<file path="src/rtl/ctr_gen.sv">
// rtl/ctr_gen.sv - multicycle accumulator controller with NCOP coprocessor channels
// Optional coprocessor-wait watchdog: CTR_GEN_TIMEOUT_EN (limit TMO cycles).
module ctr_gen #(
    parameter int OPW  = 8,
    parameter int NCOP = 2,
    parameter int TMO  = 64
) (
    input  logic                                  clk,
    input  logic                                  rst,
    input  logic                                  zflag,
    input  logic [OPW-1:0]                        opcode,
    input  logic [NCOP-1:0]                       cop_done,
    output logic                                  muxPC,
    output logic                                  muxMAR,
    output logic [1:0]                            muxACC,
    output logic                                  loadMAR,
    output logic                                  loadPC,
    output logic                                  loadACC,
    output logic                                  loadMDR,
    output logic                                  loadIR,
    output logic                                  MemRW,
    output logic [1:0]                            opALU,
    output logic                                  cop_reset,
    output logic [NCOP-1:0]                       cop_load,
    output logic [((NCOP > 1) ? $clog2(NCOP) : 1)-1:0] cop_sel,
    output logic                                  illegal,
    output logic                                  cop_timeout
);

    localparam int CSW = (NCOP > 1) ? $clog2(NCOP) : 1;

    localparam logic [OPW-1:0] OP_ADD   = OPW'(1);
    localparam logic [OPW-1:0] OP_OR    = OPW'(2);
    localparam logic [OPW-1:0] OP_JUMP  = OPW'(3);
    localparam logic [OPW-1:0] OP_JUMPZ = OPW'(4);
    localparam logic [OPW-1:0] OP_LOAD  = OPW'(5);
    localparam logic [OPW-1:0] OP_STORE = OPW'(6);
    localparam logic [OPW-1:0] OP_MUL   = OPW'(9);
    localparam logic [OPW-1:0] OP_NEG   = OPW'(10);
    localparam logic [OPW-1:0] OP_COP0  = OPW'(16);
    localparam logic [OPW-1:0] OP_COPN  = OPW'(16 + NCOP);

    typedef enum logic [4:0] {
        FETCH1, FETCH2, FETCH3, DECODE,
        ADD1, ADD2, OR1, OR2, LOAD1, LOAD2,
        STORE1, JUMP, NEG1, NEG2,
        COP_RD, COP_CLR, COP_LD1, COP_LD2, COP_WAIT, COP_WB
    } state_t;

    state_t         state;
    state_t         state_n;
    logic           is_cop;
    logic           unmapped;
    logic [CSW-1:0] cop_idx;
    logic           wd_expire;

    // Channel k lives at 16+k, so the low bits of the opcode are the index.
    always_comb begin
        is_cop  = (opcode == OP_MUL) || ((opcode >= OP_COP0) && (opcode < OP_COPN));
        cop_idx = (opcode == OP_MUL) ? '0 : opcode[CSW-1:0];
        unmapped = 1'b0;
        case (opcode)
            OP_ADD, OP_OR, OP_JUMP, OP_JUMPZ, OP_LOAD, OP_STORE, OP_NEG: unmapped = 1'b0;
            default: unmapped = !is_cop;
        endcase
    end

`ifdef CTR_GEN_TIMEOUT_EN
    localparam int CW = $clog2(TMO + 1);
    logic [CW-1:0] wd_cnt;

    // Count holds the number of completed wait cycles; expiry ends the TMO-th one.
    assign wd_expire = (wd_cnt == CW'(TMO - 1));

    always_ff @(posedge clk) begin
        if (rst) begin
            wd_cnt      <= '0;
            cop_timeout <= 1'b0;
        end else begin
            wd_cnt <= (state == COP_WAIT) ? wd_cnt + 1'b1 : '0;
            if ((state == COP_WAIT) && !cop_done[cop_sel] && wd_expire)
                cop_timeout <= 1'b1;
        end
    end
`else
    assign wd_expire   = 1'b0;
    // Watchdog not built; a negative limit is meaningless, so this is constant 0.
    assign cop_timeout = (TMO < 0);
`endif

    always_comb begin
        state_n = state;
        case (state)
            FETCH1:   state_n = FETCH2;
            FETCH2:   state_n = FETCH3;
            FETCH3:   state_n = DECODE;
            DECODE: begin
                case (opcode)
                    OP_ADD:   state_n = ADD1;
                    OP_OR:    state_n = OR1;
                    OP_JUMP:  state_n = JUMP;
                    OP_JUMPZ: state_n = zflag ? JUMP : FETCH1;
                    OP_LOAD:  state_n = LOAD1;
                    OP_STORE: state_n = STORE1;
                    OP_NEG:   state_n = NEG1;
                    default:  state_n = is_cop ? COP_RD : FETCH1;
                endcase
            end
            ADD1:     state_n = ADD2;
            OR1:      state_n = OR2;
            LOAD1:    state_n = LOAD2;
            NEG1:     state_n = NEG2;
            COP_RD:   state_n = COP_CLR;
            COP_CLR:  state_n = COP_LD1;
            COP_LD1:  state_n = COP_LD2;
            COP_LD2:  state_n = COP_WAIT;
            COP_WAIT: begin
                if (cop_done[cop_sel])
                    state_n = COP_WB;
                else if (wd_expire)
                    state_n = FETCH1;
            end
            default:  state_n = FETCH1;
        endcase
    end

    // Moore outputs are decoded from the next state so they line up with it.
    always_ff @(posedge clk) begin
        if (rst) begin
            state     <= FETCH1;
            cop_sel   <= '0;
            illegal   <= 1'b0;
            muxPC     <= 1'b0;
            muxMAR    <= 1'b0;
            muxACC    <= 2'b00;
            loadMAR   <= 1'b1;
            loadPC    <= 1'b1;
            loadACC   <= 1'b0;
            loadMDR   <= 1'b0;
            loadIR    <= 1'b0;
            MemRW     <= 1'b0;
            opALU     <= 2'b00;
            cop_reset <= 1'b0;
            cop_load  <= '0;
        end else begin
            state   <= state_n;
            illegal <= (state == DECODE) && unmapped;
            if ((state == DECODE) && is_cop)
                cop_sel <= cop_idx;

            muxPC     <= 1'b0;
            muxMAR    <= 1'b0;
            muxACC    <= 2'b00;
            loadMAR   <= 1'b0;
            loadPC    <= 1'b0;
            loadACC   <= 1'b0;
            loadMDR   <= 1'b0;
            loadIR    <= 1'b0;
            MemRW     <= 1'b0;
            opALU     <= 2'b00;
            cop_reset <= 1'b0;
            cop_load  <= '0;
            case (state_n)
                FETCH1:  begin loadMAR <= 1'b1; loadPC <= 1'b1; end
                FETCH2:  loadMDR <= 1'b1;
                FETCH3:  loadIR <= 1'b1;
                DECODE:  begin muxMAR <= 1'b1; loadMAR <= 1'b1; end
                ADD1, OR1, LOAD1: loadMDR <= 1'b1;
                ADD2:    begin loadACC <= 1'b1; opALU <= 2'b01; end
                OR2:     loadACC <= 1'b1;
                LOAD2:   begin loadACC <= 1'b1; muxACC <= 2'b01; end
                STORE1:  MemRW <= 1'b1;
                JUMP:    begin muxPC <= 1'b1; loadPC <= 1'b1; end
                NEG1:    begin loadMDR <= 1'b1; opALU <= 2'b11; end
                NEG2:    begin loadACC <= 1'b1; opALU <= 2'b11; end
                COP_RD:  begin loadMDR <= 1'b1; cop_reset <= 1'b1; end
                COP_CLR: cop_reset <= 1'b1;
                COP_LD1, COP_LD2: cop_load[cop_sel] <= 1'b1;
                COP_WB:  begin loadACC <= 1'b1; muxACC <= 2'b10; end
                default: ;
            endcase
        end
    end

endmodule

</file>
<file path="config.mk">
export PLATFORM = sky130hd
export DESIGN_NAME = ctr_gen
export DESIGN_NICKNAME = d
export VERILOG_FILES = /design/src/rtl/ctr_gen.sv
export SDC_FILE = /design/constraint.sdc
export NUM_CORES = 1
export LEC_CHECK = 0
export ABC_CLOCK_PERIOD_IN_PS = 2700
export CORE_MARGIN = 1.5
export CORE_UTILIZATION = 47
export DETAILED_ROUTE_END_ITERATION = 16
export HOLD_SLACK_MARGIN = 0.08
export PLACE_DENSITY = 0.78
export SLEW_MARGIN = 5
export SYNTH_ARGS = -nofsm -noshare
export SYNTH_HDL_FRONTEND = slang
export SYNTH_SLANG_ARGS = --single-unit
</file>
<file path="constraint.sdc">
create_clock -name clk -period 2.7 [get_ports clk]
set_input_delay 0.54 -clock clk [delete_from_list [all_inputs] [get_ports clk]]
set_output_delay 0.54 -clock clk [all_outputs]
set_load 0.01 [all_outputs]
</file>
==> metrics.log, run 1 <==
[metrics] Synth Net Count: approximately 150
[metrics] required time of the critical path: 2.90 ns
[metrics] total setup buffers inserted after CTS: 0
[metrics] count of nets left with antenna violations after detail routing: 0
[metrics] Avg WL per Cell: 14.2 um
[metrics] Resize count post-CTS: 0
[metrics] source of the worst register-to-register timing path: state[1]
[metrics] proportion of netlist area held by the largest area contributor: between 30% and 40%
[metrics] static leakage: 0.646 nW
[metrics] Avg Inst Size Synth: 8.62 um2
[metrics] dominant register cell in the synthesized netlist: dfxtp_1
[metrics] via count of the first global-routing pass: approximately 1100
[metrics] Layout Nets: roughly 190
[metrics] die area: 2780 um2
[metrics] cell count after synthesis: ~140
[metrics] total routed wirelength: between 2000 and 3000 um
[metrics] root buffer cell: clkbuf_4
[metrics] data arrival time of the critical path: approximately 2.8 ns
[metrics] leading area contributor after synthesis: dfxtp_1
[metrics] FMAX: 392 MHz
[metrics] slack of the critical path: approximately 0.15 ns
[metrics] total congestion overflow: 0
[metrics] global-route wire length before repair: a little under 5000 um
[metrics] critical path launch point: opcode[4]
[metrics] Cell Rows: 17
[metrics] time the final worst path needs with I/O delays and setup: about 2.6 ns
[metrics] number of enable flip-flop cells after synthesis: 0
[metrics] Sink Count: 22
[metrics] Vert. Die Dim: roughly 53 um
[metrics] total standard cell area after synthesis: 1160 um2
[metrics] number of design-rule violations left by the first detailed-router iteration: 28
[metrics] number of warning messages in the yosys log: 0
[metrics] Layout Cells excl Fill: 200
[metrics] largest voltage drop on the vdd net: roughly 310 uV
[metrics] Max Buffers Root-to-Sink: 2
[metrics] final-report hold violation count: 0
[metrics] final total negative setup slack: 0 ns
[metrics] clock-pin slew of the registers on the worst-case setup and hold paths: 0.13 ns
[metrics] pre-CTS setup slack: -0.164 ns
[metrics] Clk Latency, worst-skew pair: between 0.3 and 0.4 ns
[metrics] outcome: complete, no violations
[metrics] Layout Area Growth over Synthesis: 38.0%
[metrics] Final Power: roughly 0.73 mW
[metrics] Synth Register Bits: 22
[metrics] routed via count: approximately 1200
[metrics] H-tree lvl count: 1
[metrics] share of flip-flops with an asynchronous set or reset: 0%
[metrics] via density per instance: 5.88
[metrics] Worst Min Path Start: state[2]
[metrics] Pre-Repair DR Iteration Count: 4
[metrics] number of violations of the max-capacitance limit: 0
[metrics] largest cells by area after synthesis: dfxtp_1, nor2_1, nor2b_1, a21oi_1, and3_1
[metrics] DP Cell Count: ~200
[metrics] final design utilization: 70.5%
[metrics] worst min-delay path category: flip-flop to flip-flop
[metrics] core area: about 2300 um2
[metrics] Min Hold Slack: ~0.59 ns
[metrics] estimated wirelength of the detail-placed design: ~2200 um
[metrics] total routing resource utilization after global routing: a little under a quarter
[metrics] initial antenna violation count: 0
[metrics] largest net degree at the start of global routing: 14
[metrics] count of buffers inserted at the top-level ports: 29
[metrics] post-route cell area: between 1500 and 2000 um2
[metrics] starting density of the core: 51.1%
[metrics] startpoint types: input pin
[metrics] Final Cycle Share: 94.5%
[metrics] power density over the cells: around 450 nW/um2
[metrics] die extent in x: approximately 53 um
[metrics] unrepaired setup endpoints after global routing: false
[metrics] CP Capture Type: flip-flop
[metrics] post-place instance area: between 1500 and 2000 um2
[metrics] clock tree from TritonCTS: built
[metrics] final setup violating endpoints: 0
[metrics] max-slew violation count: 0
[metrics] unique cell type count in the Yosys netlist: 52
[metrics] ANT cells: 0
[metrics] DRC violations left: 0
[metrics] Final GP Congestion: about 0.86
[metrics] proportion of layout cells with a drive suffix above 1: ~18%
[metrics] Post-Route Skew: 0.0171 ns
[metrics] hold buffers post-CTS: 0
[metrics] largest fanout on the critical path: 3
[metrics] ports placed on the boundary: 31
[metrics] start-to-end type of the worst setup path: input pin to flip-flop
[metrics] part of the Yosys area used for sequential elements: 37.8%
[metrics] number of CTS-inserted buffers: 3
routing by layer:
metal  wire (um)  part of all wire, %  track usage [%]  vias up
met5           0                    0                0        -
met4          46                  1.6             11.1        0
met3         146                  5.1             4.00        7
met2        1440                   51             41.7       41
met1        1210                   42             27.4      554
li1            -                    -                -      574
logic make-up after synthesis:
family	Yosys count	share of synthesized area [%]
xor gates and xnor gates	1	0.753
AOI/OAI and AO/OA	33	21.2
DFF	22	37.8
other	1	0.322
muxes	3	2.69
and+or+nand+nor	62	32.7
buffers and inverters	13	4.52
final timing paths:
kind	to	slack (ns)	cells after the start
worst max-delay path	muxPC	0.15	8
worst min-delay path	muxACC[0]	0.59	1
worst max register to register	muxPC	0.45	6
worst min register to register	muxACC[0]	0.59	1
cell usage in the layout, fill, tap and decap left out, types with 2 or more instances in the layout:
master / n
a211oi_1: 2
a21o_1: 2
a21oi_1: 8
a41oi_1: 2
and2_1: 3
and3_1: 5
buf_4: 14
clkbuf_4: 3
clkdlybuf4s50_1: 29
dfxtp_1: 22
inv_1: 3
mux2i_1: 2
nand2_1: 5
nand2b_1: 3
nand3_1: 3
nor2_1: 12
nor2b_1: 7
nor3_1: 2
nor4_1: 4
o211ai_1: 2
o21ai_0: 3
or2_2: 4
or4_4: 2
worst max-delay path: stages:
cell	delay [ns]
clkdlybuf4s50_1	0.42
or4_4	0.55
buf_4	0.15
a2111oi_2	0.32
a22oi_1	0.11
o21a_1	0.23
nand2b_1	0.19
nor4_1	0.22
layout make-up:
cell class / instances / area (um2)
Clock inverter: 1 / 30.0
Tap cell: 28 / 35.0
Sequential cell: 22 / 440
Timing Repair Buffer: 43 / 395
Multi-Input combinational cell: 100 / 671
Inverter: 3 / 11.3
Fill cell: 200 / 671
Clock buffer: 3 / 22.5
state kept, by name, indices dropped and copies added (netlist names):
name	count
state	5
MemRW	1
loadACC	1
muxACC	2
loadIR	1
loadPC	1
muxMAR	1
loadMDR	1
cop_load	2
opALU	2
cop_sel	1
cop_reset	1
muxPC	1
loadMAR	1
illegal	1
Yosys cell counts, drive strengths merged (3+ instances only):
cell / n
inv: 3
nor4: 4
o21ai: 3
and3: 5
dfxtp: 22
nand2: 5
or2: 4
clkbuf: 8
nor2: 12
nand2b: 3
a21oi: 9
nor2b: 7
and2: 3
nand3: 4
where the power goes:
group	switching [mW]	internal, mW	leakage, nW
sequential	0.0112	0.334	0.179
clock	0.0980	0.150	0.0279
combinational	0.0631	0.0689	0.440
(Power assumes the default switching activity.)
==> run 2: changes to the inputs <==
- SLEW_MARGIN: 5 -> not set
==> results of run 2 <==
Same layout as run 1: the final DEF is identical, and so are final timing and power.
